--- config.mk ---
export PLATFORM = sky130hd
export DESIGN_NAME = alarm_input_conditioner
export DESIGN_NICKNAME = d
export VERILOG_FILES = /design/src/rtl/alarm_io_pkg.sv /design/src/rtl/debounce_bit.sv /design/src/rtl/alarm_input_conditioner.sv
export SDC_FILE = /design/constraint.sdc
export NUM_CORES = 1
export LEC_CHECK = 0
export CAP_MARGIN = 20
export CORE_AREA = 4 4 122 124
export DETAILED_ROUTE_END_ITERATION = 8
export DIE_AREA = 0 0 126 128
export PLACE_DENSITY = 0.76
export REMOVE_ABC_BUFFERS = 1
export SYNTH_ARGS = -nofsm -noshare
export SYNTH_HDL_FRONTEND = slang
export SYNTH_SLANG_ARGS = --single-unit
--- constraint.sdc ---
create_clock -name clk_clk -period 3 [get_ports clk_clk]
set_input_delay 0.6 -clock clk_clk [delete_from_list [all_inputs] [get_ports clk_clk]]
set_output_delay 0.6 -clock clk_clk [all_outputs]
set_load 0.05 [all_outputs]
--- src/rtl/alarm_io_pkg.sv ---
// Shared types, default timing and sizing helpers for the alarm-clock input conditioner.
package alarm_io_pkg;

   typedef enum logic [1:0] {
      IDLE        = 2'd0,
      HOLD_DELAY  = 2'd1,
      HOLD_REPEAT = 2'd2
   } btn_state_e;

   localparam int DEF_DEBOUNCE_CYCLES = 1000000;
   localparam int DEF_REPEAT_DELAY    = 25000000;
   localparam int DEF_REPEAT_PERIOD   = 10000000;

   // Width of a counter that must hold the larger of two terminal counts.
   function automatic int cnt_width(input int a, input int b);
      int m;
      m = (a > b) ? a : b;
      return (m < 1) ? 1 : $clog2(m + 1);
   endfunction

endpackage

--- src/rtl/debounce_bit.sv ---
// One input bit: 2-FF synchroniser, optional polarity flip, then a stability-counter debounce.
module debounce_bit
   import alarm_io_pkg::*;
#(
   parameter int DEBOUNCE_CYCLES = DEF_DEBOUNCE_CYCLES,
   parameter bit INVERT          = 1'b0
) (
   input  logic clk,
   input  logic rst_n,
   input  logic raw_in,
   output logic level,
   output logic level_nxt
);

   localparam int CW = cnt_width(DEBOUNCE_CYCLES, 0);
   localparam logic [CW-1:0] CNT_LAST = CW'(DEBOUNCE_CYCLES - 1);

   logic          meta_q;
   logic          sync_q;
   logic          sync_n;
   logic [CW-1:0] cnt_q;
   logic [CW-1:0] cnt_d;
   logic          level_q;
   logic          level_d;

   // Synchroniser resets to the inactive raw level so the normalised value starts released.
   always_ff @(posedge clk or negedge rst_n) begin
      if (!rst_n) begin
         meta_q  <= INVERT;
         sync_q  <= INVERT;
         cnt_q   <= '0;
         level_q <= 1'b0;
      end else begin
         meta_q  <= raw_in;
         sync_q  <= meta_q;
         cnt_q   <= cnt_d;
         level_q <= level_d;
      end
   end

   assign sync_n = sync_q ^ INVERT;

   always_comb begin
      cnt_d   = '0;
      level_d = level_q;
      if (sync_n != level_q) begin
         if (cnt_q >= CNT_LAST) begin
            level_d = sync_n;
         end else begin
            cnt_d = cnt_q + 1'b1;
         end
      end
   end

   assign level     = level_q;
   assign level_nxt = level_d;

endmodule

--- src/rtl/alarm_input_conditioner.sv ---
// Debounces the alarm-clock buttons and switches, and turns button holds into sticky
// press / auto-repeat event flags that the CPU polls and acknowledges.
module alarm_input_conditioner
   import alarm_io_pkg::*;
#(
   parameter int N_BTN           = 2,
   parameter int N_SW            = 3,
   parameter int BTN_ACTIVE_LOW  = 1,
   parameter int DEBOUNCE_CYCLES = DEF_DEBOUNCE_CYCLES,
   parameter int REPEAT_DELAY    = DEF_REPEAT_DELAY,
   parameter int REPEAT_PERIOD   = DEF_REPEAT_PERIOD
) (
   input  logic             clk_clk,
   input  logic             reset_reset_n,
   input  logic [N_BTN-1:0] btn_raw,
   input  logic [N_SW-1:0]  sw_raw,
   input  logic [N_BTN-1:0] btn_ack,
   output logic [N_BTN-1:0] btn_level,
   output logic [N_BTN-1:0] btn_evt,
   output logic [N_SW-1:0]  sw_level
);

   localparam int RW = cnt_width(REPEAT_DELAY, REPEAT_PERIOD);
   localparam logic [RW-1:0] RPT_DELAY  = RW'(REPEAT_DELAY);
   localparam logic [RW-1:0] RPT_PERIOD = RW'(REPEAT_PERIOD);
   localparam logic [RW-1:0] RPT_ONE    = RW'(1);

   logic [N_BTN-1:0] btn_lvl;
   logic [N_BTN-1:0] btn_nxt;
   logic [N_SW-1:0]  sw_lvl;
   logic [N_SW-1:0]  sw_nxt_unused;

   for (genvar si = 0; si < N_SW; si++) begin : g_sw
      debounce_bit #(
         .DEBOUNCE_CYCLES (DEBOUNCE_CYCLES),
         .INVERT          (1'b0)
      ) u_db (
         .clk       (clk_clk),
         .rst_n     (reset_reset_n),
         .raw_in    (sw_raw[si]),
         .level     (sw_lvl[si]),
         .level_nxt (sw_nxt_unused[si])
      );
   end

   for (genvar bi = 0; bi < N_BTN; bi++) begin : g_btn
      btn_state_e state_q;
      btn_state_e state_d;
      logic [RW-1:0] rpt_q;
      logic [RW-1:0] rpt_d;
      logic          evt_q;
      logic          evt_d;
      logic          rise;
      logic          fall;
      logic          raise;

      debounce_bit #(
         .DEBOUNCE_CYCLES (DEBOUNCE_CYCLES),
         .INVERT          (BTN_ACTIVE_LOW != 0)
      ) u_db (
         .clk       (clk_clk),
         .rst_n     (reset_reset_n),
         .raw_in    (btn_raw[bi]),
         .level     (btn_lvl[bi]),
         .level_nxt (btn_nxt[bi])
      );

      // Acting on the debouncer's next value lets the event land on the same edge as btn_level.
      assign rise = btn_nxt[bi] & ~btn_lvl[bi];
      assign fall = ~btn_nxt[bi] & btn_lvl[bi];

      always_ff @(posedge clk_clk or negedge reset_reset_n) begin
         if (!reset_reset_n) begin
            state_q <= IDLE;
            rpt_q   <= '0;
            evt_q   <= 1'b0;
         end else begin
            state_q <= state_d;
            rpt_q   <= rpt_d;
            evt_q   <= evt_d;
         end
      end

      // Release is tested before expiry so a release on the expiry edge never raises an event.
      always_comb begin
         state_d = state_q;
         rpt_d   = rpt_q;
         raise   = 1'b0;
         case (state_q)
            IDLE: begin
               if (rise) begin
                  raise   = 1'b1;
                  rpt_d   = RPT_DELAY;
                  state_d = HOLD_DELAY;
               end
            end
            HOLD_DELAY, HOLD_REPEAT: begin
               if (fall) begin
                  rpt_d   = '0;
                  state_d = IDLE;
               end else if (rpt_q <= RPT_ONE) begin
                  raise   = 1'b1;
                  rpt_d   = RPT_PERIOD;
                  state_d = HOLD_REPEAT;
               end else begin
                  rpt_d = rpt_q - RPT_ONE;
               end
            end
            default: begin
               rpt_d   = '0;
               state_d = IDLE;
            end
         endcase
         evt_d = raise | (evt_q & ~btn_ack[bi]);
      end

      assign btn_evt[bi] = evt_q;
   end

   assign btn_level = btn_lvl;
   assign sw_level  = sw_lvl;

endmodule
==> metrics <==
H-tree levels=4; overall power=between 4 and 5 mW; crit path DAT=3.09 ns; final net count=approximately 960; fin worst setup slack=0.174 ns; post-cts repair resize count=0; vias=6745; Layout Skew=0.00983 ns; CP Cell Sequence=or3_1, nand2b_1, or4b_1, o211ai_2, buf_4, nor3_1, o21ai_0, o311ai_0; 1st-pass router iterations=6; busiest grt layer=met2; worst slew pin tran=around 0.70 ns; Worst VDD drop=~0.42 mV; top cells by area, synth=dfrtp_1 (49%), nor2_1 (6.9%), xor2_1 (5.8%); DRT iter0 DRCs=698; HP Class=input pin to async pin; fin cells=approximately 1100; most frequent cell after synthesis=dfrtp_1; post-synth top area share=48.6%; post-synthesis instance area=0.00860 mm2; FFs w/ async S/R, synth=100%; synth cell count leaders=dfrtp_1 (167), nor2_1 (159), nand2_1 (59), xor2_1 (57), nand3_1 (55); number of buffers created by CTS=17; largest net degree at the start of global routing=71; mean post-synth cell area=9.41 um2; CTS root buffer=clkbuf_16; status=finished clean; max_cap viols=0; first-pass GRT wire length=31.2 mm; worst slack, placed=0.0977 ns; CP max FO=13; initial antenna violation count=0; die area=0.0161 mm2; CTS tree=done; Post-CTS Hold Fix Bufs=0; CP Capture Type=flip-flop; TNS Setup=0 ns; die width=approximately 130 um; sequential area share after synthesis=49.8%; Yosys reg bits=171; CP peak stage delay=between 0.6 and 0.7 ns; GR Util All Layers=23.3%; Final Cycle Share=94.2%; die height=128 um; Critical-path top delay cell=or4b_1; unrepaired setup endpoints after global routing=no; Slew HR=52.9%; leakage power=4.31 nW; Distinct cells, synth=64; Final Setup Violations=0; Ports=16; # port buffers=15; Crit path buffers/inverters=1; share of cells above drive strength 1=8.23%; row count=between 40 and 50; Ant. Diodes=0; critical path class=flip-flop to flip-flop; final routed DRC violation total=0; grt ovf=0; grt met2 use=about two fifths; post-DP HPWL=12.1 mm; dpl cells=1097; yosys warns=0; Post-Synthesis Cells=914; crit path launch type=flip-flop; clock buffer depth=2; PD cells=494 mW/mm2; GP Congestion=around 0.9; final wirelength=between 15 and 20 mm; P&R area growth vs syn=11.6%; biggest area consumer among synthesized cells=dfrtp_1; grt met3 use=5.00%; clk_lat worst skew=~0.42 ns; Post-DRT Antenna Nets=0; cell family with most CP delay=simple AND/OR/NAND/NOR gates; clock-pin slew on the worst setup and hold paths=0.06 ns; post-CTS setup buffers=0; clock sink count=171; GR Util met1=30.7%; EDFF count, synth=0; f_max=0.354 GHz; total core area=around 0.014 mm2; Fin. Hold Viols=0; Req. time, crit path=~3.3 ns; Slew Viols, Final=0; Starting Density=62.5%; Core Util, Final=a little over two thirds; post-layout min period=2.83 ns; drt wl/cell=15.8 um; ys flop type=dfrtp_1; Via density=5.98; vias in the first global route=6734
[flip-flops by register name, summed over array words and instances (netlist names)]
register,cells
g_btn.evt_q,2
g_btn.rpt_q,50
g_btn.state_q,4
g_btn.u_db.cnt_q,40
g_btn.u_db.level,2
g_btn.u_db.meta_q,2
g_btn.u_db.sync_q,2
g_sw.u_db.cnt_q,60
g_sw.u_db.level,3
g_sw.u_db.meta_q,3
g_sw.u_db.sync_n,3
[per-layer routing]
layer	vias up	wire length [um]
met4	0	208
li1	3262	-
met3	23	819
met5	-	0
met2	164	8940
met1	3296	7880
[cell usage in the layout, fill, tap and decap left out, types with 7 or more instances in the layout]
| cell | n |
|---|---|
| nor4_1 | 13 |
| or4_1 | 7 |
| a31oi_1 | 8 |
| o21ai_0 | 50 |
| a21oi_1 | 28 |
| a211o_1 | 10 |
| buf_4 | 17 |
| ha_1 | 13 |
| dfrtp_1 | 167 |
| o22ai_1 | 11 |
| xnor2_1 | 33 |
| nor3_1 | 33 |
| nand4_1 | 21 |
| clkdlybuf4s50_1 | 14 |
| nand2_1 | 59 |
| o211ai_1 | 9 |
| clkbuf_16 | 17 |
| inv_1 | 28 |
| and3_1 | 8 |
| nand3_1 | 55 |
| nor2_1 | 158 |
| o31ai_1 | 13 |
| nand2b_1 | 7 |
| xor2_1 | 57 |
| o21ai_1 | 7 |
| or3_1 | 12 |
[report_power, final]
part           internal [mW]  switching [mW]
logic                 0.0381          0.0828
clock network           1.38           0.892
registers               2.33          0.0206
[area by class of cell]
cell class              instances  area, um2
fillers                      1054       4180
inverters                      28        105
multi-input cells             684       4060
clock buffers                  18        429
flip-flops and latches        171       4280
repair buffers                 34        319
clock inverters                13        176
well taps                     180        225
[worst paths after layout]
kind                                     startpoint                     end  slack, ns  depth (start not counted)
max in group asynchronous             reset_reset_n    g_btn[0].u_db.sync_q       2.05                          2
min in group clk_clk            g_sw[0].u_db.meta_q     g_sw[0].u_db.sync_n       0.35                          0
worst min register to register  g_sw[0].u_db.meta_q     g_sw[0].u_db.sync_n       0.35                          0
worst max-delay path             g_btn[1].rpt_q[18]      g_btn[1].rpt_q[18]       0.17                          8
worst max register to register   g_btn[1].rpt_q[18]      g_btn[1].rpt_q[18]       0.17                          8
worst min-delay path                  reset_reset_n  g_sw[0].u_db.cnt_q[18]       0.19                          1
[through the flow]
| stage | cell area [um2] | hold slack [ns] |
|---|---|---|
| 5_1_grt | 9600 | 0.241 |
| 3_5_place_dp | 8980 | 0.341 |
| 4_1_cts | 9590 | 0.204 |
| 2_1_floorplan | 8440 | 0.304 |
| 6_report | 9600 | 0.190 |
| 3_3_place_gp | 8980 | 0.336 |
[cell families after synthesis]
group	Yosys count	share of synthesized area, %
and+or+nand+nor	411	23.1
DFF	171	49.8
AOI/OAI and AO/OA	167	12.5
xor gates and xnor gates	90	9.16
buffers and inverters	59	3.16
adders and majority gates	13	1.89
muxes	3	0.393
Power figures use the tool's default switching activity.
